--- src/rtl/dtop_pkg.sv ---
// dtop_pkg
//   Shared definitions for the dtop sweep controller slice: datapath widths
//   of the dtop block, the settle counter width and the sweep FSM encoding.
package dtop_pkg;

  // Width of the dtop scin/scout buses.
  localparam int SC_W    = 37;
  // Width of the dtop cntrl bus.
  localparam int CNTRL_W = 8;
  // Settle counter width; holds settle times 1..15.
  localparam int CNT_W   = 4;

  typedef enum logic [1:0] {
    IDLE    = 2'd0,
    SETTLE  = 2'd1,
    PRESENT = 2'd2
  } sweep_state_t;

endpackage

--- src/rtl/dtop_settle_timer.sv ---
// dtop_settle_timer
//   Loadable down-counter that paces how long dtop is given to settle after
//   a cntrl change before its scout is sampled.
// Ports
//   clk     in  rising-edge clock
//   rst_n   in  asynchronous active-low reset (count cleared to 0)
//   load    in  reload the count with SETTLE_CYC (wins over tick)
//   tick    in  decrement the count by one, saturating at 0
//   expire  out high while the count is 1, i.e. on the last settle cycle
module dtop_settle_timer
  import dtop_pkg::*;
#(
  parameter int unsigned SETTLE_CYC = 2
) (
  input  logic clk,
  input  logic rst_n,
  input  logic load,
  input  logic tick,
  output logic expire
);

  localparam logic [CNT_W-1:0] LOAD_VAL = CNT_W'(SETTLE_CYC);

  logic [CNT_W-1:0] cnt;

  always_ff @(posedge clk or negedge rst_n) begin
    if (!rst_n) begin
      cnt <= '0;
    end else if (load) begin
      cnt <= LOAD_VAL;
    end else if (tick && (cnt != '0)) begin
      cnt <= cnt - 1'b1;
    end
  end

  // Expiring at 1 rather than 0 lets the sample happen on the edge that
  // completes SETTLE_CYC cycles since the cntrl update.
  assign expire = (cnt == CNT_W'(1));

endmodule

--- src/rtl/dtop_sweep_ctrl.sv ---
// dtop_sweep_ctrl
//   Paced, back-pressured sweep of the dtop cntrl code. On start it holds a
//   fixed scin, steps cntrl from cfg_first to cfg_last (wrapping modulo
//   2^CNTRL_W), waits SETTLE_CYC cycles at each step, samples scout and
//   offers {cntrl, scout} on a valid/ready result port.
// Ports
//   clk, rst_n            clock, asynchronous active-low reset
//   start, abort          begin a sweep (IDLE only) / end it early
//   cfg_scin/first/last   sweep configuration, latched on start
//   dt_scin, dt_cntrl     drive dtop inputs
//   dt_scout              dtop output
//   res_valid/ready       result handshake
//   res_cntrl, res_scout  cntrl code and scout of the current result
//   busy                  high whenever a sweep is in progress
//   done                  one-cycle pulse when the last result is accepted
module dtop_sweep_ctrl
  import dtop_pkg::*;
#(
  parameter int unsigned SETTLE_CYC = 2
) (
  input  logic               clk,
  input  logic               rst_n,
  input  logic               start,
  input  logic               abort,
  input  logic [SC_W-1:0]    cfg_scin,
  input  logic [CNTRL_W-1:0] cfg_first,
  input  logic [CNTRL_W-1:0] cfg_last,
  output logic [SC_W-1:0]    dt_scin,
  output logic [CNTRL_W-1:0] dt_cntrl,
  input  logic [SC_W-1:0]    dt_scout,
  output logic               res_valid,
  input  logic               res_ready,
  output logic [CNTRL_W-1:0] res_cntrl,
  output logic [SC_W-1:0]    res_scout,
  output logic               busy,
  output logic               done
);

  sweep_state_t state, state_nxt;

  logic [CNTRL_W-1:0] last_q;
  logic               tmr_load;
  logic               tmr_tick;
  logic               tmr_expire;
  logic               launch;
  logic               capture;
  logic               advance;
  logic               finish;

  dtop_settle_timer #(
    .SETTLE_CYC(SETTLE_CYC)
  ) u_timer (
    .clk   (clk),
    .rst_n (rst_n),
    .load  (tmr_load),
    .tick  (tmr_tick),
    .expire(tmr_expire)
  );

  always_ff @(posedge clk or negedge rst_n) begin
    if (!rst_n) begin
      state <= IDLE;
    end else begin
      state <= state_nxt;
    end
  end

  // Abort is checked before the handshake so an abort in the same cycle as
  // an accepted result neither advances cntrl nor produces a done pulse.
  always_comb begin
    state_nxt = state;
    tmr_load  = 1'b0;
    tmr_tick  = 1'b0;
    launch    = 1'b0;
    capture   = 1'b0;
    advance   = 1'b0;
    finish    = 1'b0;
    case (state)
      IDLE: begin
        if (start) begin
          launch    = 1'b1;
          tmr_load  = 1'b1;
          state_nxt = SETTLE;
        end
      end
      SETTLE: begin
        if (abort) begin
          state_nxt = IDLE;
        end else begin
          tmr_tick = 1'b1;
          if (tmr_expire) begin
            capture   = 1'b1;
            state_nxt = PRESENT;
          end
        end
      end
      PRESENT: begin
        if (abort) begin
          state_nxt = IDLE;
        end else if (res_valid && res_ready) begin
          if (dt_cntrl == last_q) begin
            finish    = 1'b1;
            state_nxt = IDLE;
          end else begin
            advance   = 1'b1;
            tmr_load  = 1'b1;
            state_nxt = SETTLE;
          end
        end
      end
      default: state_nxt = IDLE;
    endcase
  end

  // Only cfg_last needs its own latch: cfg_scin and cfg_first go straight
  // into the dtop drive registers, which hold them for the sweep.
  always_ff @(posedge clk or negedge rst_n) begin
    if (!rst_n) begin
      dt_scin   <= '0;
      dt_cntrl  <= '0;
      last_q    <= '0;
      res_valid <= 1'b0;
      res_cntrl <= '0;
      res_scout <= '0;
      busy      <= 1'b0;
      done      <= 1'b0;
    end else begin
      if (launch) begin
        dt_scin  <= cfg_scin;
        dt_cntrl <= cfg_first;
        last_q   <= cfg_last;
      end else if (advance) begin
        dt_cntrl <= dt_cntrl + 1'b1;
      end
      if (capture) begin
        res_cntrl <= dt_cntrl;
        res_scout <= dt_scout;
      end
      res_valid <= (state_nxt == PRESENT);
      busy      <= (state_nxt != IDLE);
      done      <= finish;
    end
  end

endmodule

--- config.mk ---
export PLATFORM = sky130hd
export DESIGN_NAME = dtop_sweep_ctrl
export DESIGN_NICKNAME = d
export VERILOG_FILES = /design/src/rtl/dtop_pkg.sv /design/src/rtl/dtop_settle_timer.sv /design/src/rtl/dtop_sweep_ctrl.sv
export SDC_FILE = /design/constraint.sdc
export NUM_CORES = 1
export LEC_CHECK = 0
export ABC_AREA = 0
export CAP_MARGIN = 20
export CORE_MARGIN = 2
export CORE_UTILIZATION = 46
export DETAILED_ROUTE_END_ITERATION = 7
export GPL_ROUTABILITY_DRIVEN = 1
export PLACE_DENSITY = 0.95
export SYNTH_ARGS = -nofsm -noshare
export SYNTH_HDL_FRONTEND = slang
export SYNTH_SLANG_ARGS = --single-unit
--- constraint.sdc ---
create_clock -name clk -period 3.35 [get_ports clk]
set_input_delay 0.67 -clock clk [delete_from_list [all_inputs] [get_ports clk]]
set_output_delay 0.67 -clock clk [all_outputs]
set_load 0.02 [all_outputs]
After elaboration in Yosys (flattened, before gate mapping)
Index checks and enable logic that the tools add are counted.

Bits in registers: 107. Input bits: 95. Output and inout bits: 93. Logic and storage cells: 51.

Add/sub/neg operators: 2. Eq/ne operators: 5. Mux-type cells: 27. Reductions and logical operators: 7.

Operator list (count): $mux 1 (16); $mux 8 (2); $mux 2 (5); $add 8x1->8 const B (1); $eq 8x8->1 (1); $mux 4 (2); $pmux 2 s3 (1); $reduce_bool 2->1 (3); $eq 2x2->1 const B (2); $eq 4x1->1 const B (1); $reduce_bool 4->1 (1); $sub 4x1->4 const B (1); $eq 2x1->1 const B (1); $logic_and 1x1->1 (2); $logic_not 2->1 (1); $pmux 1 s2 (1).

Depth between registers and ports, before layout
Gate-level depths: netlist (run 1).

Depth in word-level cells: 7. Gate-level depth with buffers: 7. Depth with buffers taken out: 6.

Cells and area by module
A second synthesis (run 1) with hierarchy kept.

Cells, all modules: 392. Area total of the unflattened synthesis: 4667.0 um^2.

Modules (own cells, without submodules): dtop_sweep_ctrl (times used 1, cells each 366, area an instance 4411.7 um^2, sequential area each 2577.5 um^2); dtop_settle_timer (times used 1, cells each 26, area an instance 255.2 um^2, sequential area each 100.1 um^2).

Worst setup path after synthesis (run 1)
OpenSTA, ideal clock, no wires.

Path type: input to register. From: input port abort. To: register u_timer.cnt[3]. Setup time: 0.118 ns. Data arrival time: 1.660 ns. Required time: 3.232 ns. Slack: 1.572 ns. Stages: 5. Buffers on the path: 0. Path through: or3b_2 a21oi_1 nand2_1 xor2_1 nor2_1.

Longest elaborated chain between the ends: 4. Elaborated cells on any way between the ends: 7. Classes of those cells: mux (5); reduce/logical (2).

Ends and longest elaborated chain: from (decl) (RTL line dtop_sweep_ctrl.sv:24) `input logic abort,`; $mux 1 (RTL line dtop_sweep_ctrl.sv:87) `if (abort) begin`; $mux 1 (RTL line dtop_sweep_ctrl.sv:78) `case (state)`; $logic_and 1x1->1 (RTL line dtop_settle_timer.sv:31) `end else if (tick && (cnt != '0)) begin`; $reduce_bool 2->1 (no line); to (signal assigned) (RTL line dtop_settle_timer.sv:32) `cnt <= cnt - 1'b1;`; to (decl) (RTL line dtop_settle_timer.sv:24) `logic [CNT_W-1:0] cnt;`.

Several ways; a longest one is shown, not always the timed one. A chain may end at the register's enable or synchronous reset.

Worst setup path in the final report (run 1)
From: register dt_cntrl[2]. To: output port dt_cntrl[2].

RTL lines: from (decl) (RTL line dtop_sweep_ctrl.sv:29) `output logic [CNTRL_W-1:0] dt_cntrl,`; from (signal assigned) (RTL line dtop_sweep_ctrl.sv:130) `dt_cntrl <= cfg_first;`; from (signal assigned) (RTL line dtop_sweep_ctrl.sv:133) `dt_cntrl <= dt_cntrl + 1'b1;`.

No word-level cell between the ends.

==> impl_results.md, run 1 <==
* Largest area contributor in the synthesized netlist: sky130_fd_sc_hd__dfrtp_1
* Share of flip-flops with an asynchronous set or reset after synthesis at 100.0%
* Final-layout setup total negative slack at 0 ns
* Die width at 101.7 um
* Number of vias per cell after detailed routing at 4.759
* DP HPWL at 8.218 mm
* Total Nets Final at 677
* Filler Cells Inserted at 668
* Endpoints failing setup at 0
* Time the final worst path needs with I/O delays and setup at 2.291 ns
* Worst setup slack before clock tree synthesis at 0.8986 ns
* Share of the cycle needed by the critical path after routing at 68.40%
* Yosys synthesis warning count at 0
* GRT Overall Usage at 21.08%
* Path class of the lowest-slack min-delay path: input port to async pin
* Outcome: completed
* Area added between synthesis and finish at 48.96%
* Mean post-synth cell area at 11.12 sq um
* Antenna diode count at 0
* Global-route wire length before repair at 16.93 mm
* Share of final-layout standard cells stronger than drive strength 1 at 12.67%
* TritonCTS clock tree: yes
* Vias in the first global route at 3,621
* Crit-path cells: clkdlybuf4s50_1
* Synth Instances at 395
* Max-slew violation count at 0
* Critical Path Start: dt_cntrl[2]
* Switching pwr at 0.001922 W
* TritonCTS sink count at 107
* Endpoint kind of the worst setup timing path: primary output
* Total Die Area at 0.01035 sq mm
* Critical path class: flop to primary output
* Largest voltage drop on the vdd net at 0.0004124 V
* Critical Path Stages at 1
* Finished Cell Area at 0.006544 sq mm
* FF/Latch Area at 0.002678 sq mm
* Pin count of the biggest net entering global routing at 49
* Routed WL per cell at 15.13 um
* Power share of the clock group at 15.1%
* # resized after CTS at 0
* Initial Util at 47.54%
* Portion of synthesized cell area occupied by the leading cell type at 60.95%
* WP data arrival at 1.62 ns
* Detailed Routing Iterations Pass 1 at 6
* Unique masters post-synth at 34
* Die Span Y at 101.7 um
* Setup Skew at 0.01195 ns
* Row count at 35
* Comb power frac at 44.4%
* Total routed wirelength at 10.79 mm
* Achievable Freq at 0.4364 GHz
* Worst-case headroom to the max-slew limit at 59.55%
* Number of I/O pins at 188
* Worst path slowest cell: sky130_fd_sc_hd__clkdlybuf4s50_1
* Total nets after synthesis at 493
* Worst-skew pair later-pin latency at 0.37 ns
* Reg2Reg Depth at 5
* Inserted Clock Buffers at 9
* Clock edge transition at the registers on the reported setup and hold paths at 0.11 ns
* Multi-input combinational cell area at 0.001598 sq mm
* Number of nets still failing antenna checks after routing at 0
* Post-Route Hold Slack at 0.2916 ns
* Most frequently used cell type in the post-synthesis netlist: sky130_fd_sc_hd__nand2_1
* Required time of the critical path at 2.68 ns
* RSZ-0062 raised after global routing: false
* Maximum fanout encountered on the critical timing path at 9
* Root Buffer: sky130_fd_sc_hd__clkbuf_8
* Hold violation count in the final report at 0
* Switching part of the total power at 38.18%
* Total of hold buffers inserted after clock tree synthesis at 0
* Cell-internal power at 0.003112 W
* Count of input and output buffers at 187
* Number of enable flip-flop cells after synthesis at 0
* H-tree levels at 3
* Sequential-to-total area share from yosys stat at 60.95%
* Number of buffers on the longest clock path at 2
* Total DRC errors in the routed layout at 0
* Dpl cell area at 0.006355 sq mm
* Share of total power in sequential cells at 40.5%
* Worst Tran Pin Value at 0.6053 ns
* Largest delay share family, worst path: buffers and inverters
* Iter 0 DRT Violations at 91
* Leakage at 3.044 nW
* Power per Cell Area at 769.3 mW/mm^2
* Synth Flop Type: sky130_fd_sc_hd__dfrtp_1
* Smallest setup slack after layout at 1.059 ns
* Synth area leaders: sky130_fd_sc_hd__dfrtp_1 61%, sky130_fd_sc_hd__nand2_1 13%, sky130_fd_sc_hd__mux2_2 12%, sky130_fd_sc_hd__xor2_1 2.0%, sky130_fd_sc_hd__xnor2_1 1.4%
* Most frequent cells after synthesis: 151 x sky130_fd_sc_hd__nand2_1, 107 x sky130_fd_sc_hd__dfrtp_1, 45 x sky130_fd_sc_hd__mux2_2, 10 x sky130_fd_sc_hd__nor2_1, 10 x sky130_fd_sc_hd__xor2_1
* Total of flip-flops plus latches after synthesis at 107
* Slowest cell delay on critical path at 0.69 ns
* Gr ovfl total at 0
* Antenna violations before repair at 0
* Cell area after synthesis at 0.004393 sq mm
* Critical path startpoint category: flop
* Startpoint of the worst register-to-register path: u_timer.cnt[0]
* Vias at 3,393
* Max-cap viol count at 0
* Total core area at 0.009240 sq mm
* Fin util at 70.82%
* Post-CTS Setup Repair Bufs at 0
* Worst path bufs/invs at 1
* Gp weighted congestion at 0.7918
-- sequential cells by signal, summed over array words and instances (netlist names) --
register / cells
u_timer.cnt: 4
last_q: 8
res_valid: 1
busy: 1
state: 2
res_scout: 37
done: 1
dt_scin: 37
res_cntrl: 8
dt_cntrl: 8
-- path summary, 6_finish.rpt --
kind / slack, ns / to
max in group asynchronous: 2.22 / dt_scin[32]
min in group clk: 0.48 / dt_scin[5]
worst min-delay path: 0.29 / res_scout[35]
worst max register to register: 1.42 / res_scout[21]
worst max-delay path: 1.06 / dt_cntrl[2]
worst min register to register: 0.48 / dt_scin[5]
-- area by class of cell --
cell class	instances	area share, %
flip-flops and latches	107	40.92
repair buffers	192	29.14
multi-input cells	266	24.42
well taps	129	2.467
clock buffers	10	1.950
clock inverters	6	0.9369
inverters	3	0.1721
-- kinds of logic (layout without fill, tap and decap cells) --
group,after synthesis,after routing,share of synthesized area (%)
and+or+nand+nor,178,178,16.89
DFF,107,107,60.95
muxes,46,46,11.76
buffers and inverters,22,211,2.706
AOI/OAI and AO/OA,21,21,3.076
xor gates and xnor gates,18,18,3.760
adders and majority gates,3,3,0.8545
-- worst reg2reg max path, delay by kind of cell, from the launching register on --
family	cells	cell delay, ns
buf+inv	1	0.47
flops	1	0.45
mux	1	0.44
simple gates	2	0.24
fa+ha+maj	1	0.21
-- cells in the final DEF (no fill, tap or decap), drive strengths merged, types with 3 or more instances in the layout --
| cell | n |
|---|---|
| o21ai | 10 |
| xnor2 | 7 |
| clkinv | 3 |
| and2 | 4 |
| ha | 3 |
| xor2 | 11 |
| inv | 5 |
| buf | 6 |
| clkdlybuf4s50 | 186 |
| a211oi | 6 |
| nand2 | 151 |
| clkbuf | 10 |
| a21oi | 4 |
| nor2 | 10 |
| dfrtp | 107 |
| mux2 | 45 |
-- routing by layer --
metal / GRT usage, % / wire (um) / vias to the layer above / share of wire [%]
met5: 0 / 0 / - / 0
met4: 6.653 / 102 / 0 / 0.95
met3: 6.763 / 970 / 8 / 9.0
met2: 37.35 / 5540 / 133 / 51
met1: 24.19 / 4172 / 1616 / 39
li1: - / - / 1636 / -
-- power groups by stage --
stage,Sequential [W],Clock [W],Combinational (W)
final,0.00204,0.000759,0.00223
after global routing,0.00210,0.000837,0.00239
after CTS,0.00205,0.000779,0.00226
after detailed placement,0.00207,0,0.00225
after global placement,0.00204,0,0.00217
after floorplan,0.00249,0,0.000705
-- metrics by stage --
step | power (W) | instances
after floorplan | 0.003196 | 395
after global placement | 0.004215 | 697
after detailed placement | 0.004325 | 697
after CTS | 0.005090 | 713
after global routing | 0.005329 | 713
final | 0.005034 | 713
(Power assumes the default switching activity.)
==> run 2, diff against run 1 <==
--- a/config.mk
+++ b/config.mk
@@ -8,10 +8,10 @@
 export ABC_AREA = 0
 export CAP_MARGIN = 20
 export CORE_MARGIN = 2
-export CORE_UTILIZATION = 46
+export CORE_UTILIZATION = 38
 export DETAILED_ROUTE_END_ITERATION = 7
 export GPL_ROUTABILITY_DRIVEN = 1
-export PLACE_DENSITY = 0.95
+export PLACE_DENSITY = 0.88
 export SYNTH_ARGS = -nofsm -noshare
 export SYNTH_HDL_FRONTEND = slang
 export SYNTH_SLANG_ARGS = --single-unit
==> constraint.sdc (replaced) <==
create_clock -name clk -period 2 [get_ports clk]
set_input_delay 0.4 -clock clk [delete_from_list [all_inputs] [get_ports clk]]
set_output_delay 0.4 -clock clk [all_outputs]
set_load 0.02 [all_outputs]
==> run 2 against run 1 <==
  * Clock-buffer cell count up 3
  * Highest routed layer unchanged
  * Register-to-register slack lost 1.2 ns
  * Core utilization down 11 points
  * Critical endpoint is now dt_cntrl[0]
==> impl_results.md, run 2 (synthesized netlist as in run 1, its figures left out) <==
* Outcome: completed (unchanged)
* Vias at 3,506 (was 3,393)
* Max-slew violation count at 0 (unchanged)
* Die width at 111.5 um (was 101.7 um)
* Critical path class: flop to primary output (unchanged)
* Comb power frac at 42.7% (was 44.4%)
* Cell-internal power at 0.005894 W (was 0.003112 W)
* Max layer used: met4 (unchanged)
* Routed length on met2 at 5.496 mm (was 5.540 mm)
* Number of I/O pins at 188 (unchanged)
* Gp weighted congestion at 0.7838 (was 0.7918)
* DP HPWL at 8.382 mm (was 8.218 mm)
* Worst-case headroom to the max-slew limit at 64.47% (was 59.55%)
* Worst-skew pair later-pin latency at 0.34 ns (was 0.37 ns)
* Critical Path Stages at 2 (was 1)
* Power share of the clock group at 20.1% (was 15.1%)
* Endpoint kind of the worst setup timing path: primary output (unchanged)
* Pin count of the biggest net entering global routing at 58 (was 49)
* TritonCTS clock tree: yes (unchanged)
* Initial Util at 38.64% (was 47.54%)
* Total Die Area at 0.01244 sq mm (was 0.01035 sq mm)
* GRT Overall Usage at 18.62% (was 21.08%)
* WP data arrival at 1.56 ns (was 1.62 ns)
* Path class of the lowest-slack min-delay path: flop to flop (was input port to async pin)
* Worst setup slack before clock tree synthesis at -0.1177 ns (was 0.8986 ns)
* Row count at 39 (was 35)
* Setup Skew at 0.006615 ns (was 0.01195 ns)
* Hold violation count in the final report at 0 (unchanged)
* Worst path bufs/invs at 2 (was 1)
* Detailed Routing Iterations Pass 1 at 5 (was 6)
* Crit-path cells: buf_4 > clkdlybuf4s50_1 (was clkdlybuf4s50_1)
* Commonest cells after routing, fill and taps aside: 185 x sky130_fd_sc_hd__clkdlybuf4s50_1, 150 x sky130_fd_sc_hd__nand2_1, 107 x sky130_fd_sc_hd__dfrtp_1, 45 x sky130_fd_sc_hd__mux2_2, 13 x sky130_fd_sc_hd__buf_4 (was 186 x sky130_fd_sc_hd__clkdlybuf4s50_1, 151 x sky130_fd_sc_hd__nand2_1, 107 x sky130_fd_sc_hd__dfrtp_1, 45 x sky130_fd_sc_hd__mux2_2)
* Die Span Y at 111.5 um (was 101.7 um)
* Largest registers in the final layout: dt_scin x37, res_scout x37 (unchanged)
* Gr ovfl total at 0 (unchanged)
* Iter 0 DRT Violations at 180 (was 91)
* Endpoints failing setup at 0 (unchanged)
* Fin util at 59.76% (was 70.82%)
* Reg2Reg Depth at 5 (unchanged)
* Total Nets Final at 687 (was 677)
* Antenna diode count at 0 (unchanged)
* Largest delay share family, worst path: buffers and inverters (unchanged)
* Wl on met1 at 4.409 mm (was 4.172 mm)
* Routed WL per cell at 15.03 um (was 15.13 um)
* Number of vias per cell after detailed routing at 4.757 (was 4.759)
* Number of nets still failing antenna checks after routing at 0 (unchanged)
* Max-cap viol count at 0 (unchanged)
* Number of buffers on the longest clock path at 2 (unchanged)
* Amount of wire on met3 after detailed routing at 1.038 mm (was 970 um)
* Power per Cell Area at 1339 mW/mm^2 (was 769.3 mW/mm^2)
* Most frequent standard cell in the layout excluding fill and tap cells: sky130_fd_sc_hd__clkdlybuf4s50_1 (unchanged)
* Worst Tran Pin Value at 0.5290 ns (was 0.6053 ns)
* Switching part of the total power at 35.22% (was 38.18%)
* Clock edge transition at the registers on the reported setup and hold paths at 0.07 ns (was 0.11 ns)
* Filler Cells Inserted at 944 (was 668)
* Final-layout setup total negative slack at 0 ns (unchanged)
* Count of input and output buffers at 187 (unchanged)
* Achievable Freq at 0.5103 GHz
* Root Buffer: sky130_fd_sc_hd__clkbuf_16 (was sky130_fd_sc_hd__clkbuf_8)
* Multi-input combinational cell area at 0.001600 sq mm (was 0.001598 sq mm)
* Antenna violations before repair at 0 (unchanged)
* Share of the cycle needed by the critical path after routing at 97.98%
* Worst path slowest cell: sky130_fd_sc_hd__clkdlybuf4s50_1 (unchanged)
* Total core area at 0.01137 sq mm (was 0.009240 sq mm)
* Post-Route Hold Slack at 0.4707 ns (was 0.2916 ns)
* Smallest setup slack after layout at 0.04044 ns (was 1.059 ns)
* TritonCTS sink count at 107 (unchanged)
* Slowest cell delay on critical path at 0.66 ns (was 0.69 ns)
* Inserted Clock Buffers at 9 (unchanged)
* Maximum fanout encountered on the critical timing path at 4 (was 9)
* Switching pwr at 0.003204 W (was 0.001922 W)
* Critical path startpoint category: flop (unchanged)
* Worst hold path stage count at 2
* RSZ-0062 raised after global routing: false (unchanged)
* FF/Latch Area at 0.002678 sq mm (unchanged)
* Share of final-layout standard cells stronger than drive strength 1 at 14.14% (was 12.67%)
* Largest voltage drop on the vdd net at 0.0006053 V (was 0.0004124 V)
* Overall power consumption at 0.009098 W (was 0.005034 W)
* Global-route wire length before repair at 18.53 mm (was 16.93 mm)
* Total routed wirelength at 11.08 mm (was 10.79 mm)
* Share of total power in sequential cells at 37.2% (was 40.5%)
* Required time of the critical path at 1.60 ns (was 2.68 ns)
* Time the final worst path needs with I/O delays and setup at 1.960 ns
* Leakage at 3.181 nW (was 3.044 nW)
* H-tree levels at 3 (unchanged)
* Area added between synthesis and finish at 54.66% (was 48.96%)
* Vias in the first global route at 3,813 (was 3,621)
* Total DRC errors in the routed layout at 0 (unchanged)
run 2: final timing paths:
path | from | to | slack (ns)
worst min-delay path | dt_scin[18] | dt_scin[18] | 0.47
max in group asynchronous | rst_n | dt_scin[25] | 0.81
worst max-delay path | dt_cntrl[0] | dt_cntrl[0] | 0.04
min in group asynchronous | rst_n | res_scout[1] | 0.53
worst min register to register | dt_scin[18] | dt_scin[18] | 0.47
worst max register to register | u_timer.cnt[0] | res_scout[26] | 0.23
run 2: worst reg2reg max path, delay by kind of cell (launching register included):
kind	cells	cell delay [ns]
AND/OR/NAND/NOR	2	0.32
multiplexers	1	0.41
buffers and inverters	1	0.25
flip-flops	1	0.44
adder cells (fa/ha/maj)	1	0.25
run 2: area by class of cell:
type                    instances  area share [%]
flip-flops and latches        107           39.41
inverters                       3          0.1657
clock buffers                  13           3.978
multi-input cells             266           23.55
clock inverters                 3          0.6446
repair buffers                202           29.61
well taps                     143           2.634
run 2: metal layers:
metal / vias up / track usage, %
met5: - / 0
met4: 0 / 6.584
met3: 12 / 6.424
met2: 162 / 32.20
met1: 1673 / 21.61
li1: 1659 / -
run 2: timing repair:
action | 4_1_cts | 5_1_grt
setup buffers | 0 | 0
hold buffers | 1 | 0
hold endpoints to repair | 23 | 0
gates resized for setup | 0 | 1
endpoints found under the setup margin | 0 | 1
run 2: power groups by stage:
| stage | logic (W) | clock network [W] | registers [W] |
|---|---|---|---|
| CTS | 0.00393 | 0.00189 | 0.00339 |
| finish | 0.00388 | 0.00183 | 0.00338 |
| global placement | 0.00381 | 0 | 0.00337 |
| global route | 0.00417 | 0.00198 | 0.00349 |
| floorplan | 0.00118 | 0 | 0.00417 |
| detailed placement | 0.00391 | 0 | 0.00342 |
run 2: per-stage QoR:
step | cell area, sq um | cells
floorplan | 4393 | 395
global route | 6794 | 737
finish | 6794 | 737
CTS | 6792 | 737
global placement | 6467 | 720
detailed placement | 6467 | 720
==> run 3, diff against run 2 <==
--- a/config.mk
+++ b/config.mk
@@ -12,6 +12,7 @@
 export DETAILED_ROUTE_END_ITERATION = 7
 export GPL_ROUTABILITY_DRIVEN = 1
 export PLACE_DENSITY = 0.88
+export SLEW_MARGIN = 25
 export SYNTH_ARGS = -nofsm -noshare
 export SYNTH_HDL_FRONTEND = slang
 export SYNTH_SLANG_ARGS = --single-unit
==> results of run 3 <==
No change in the layout: final DEF, timing and power equal those of run 2.
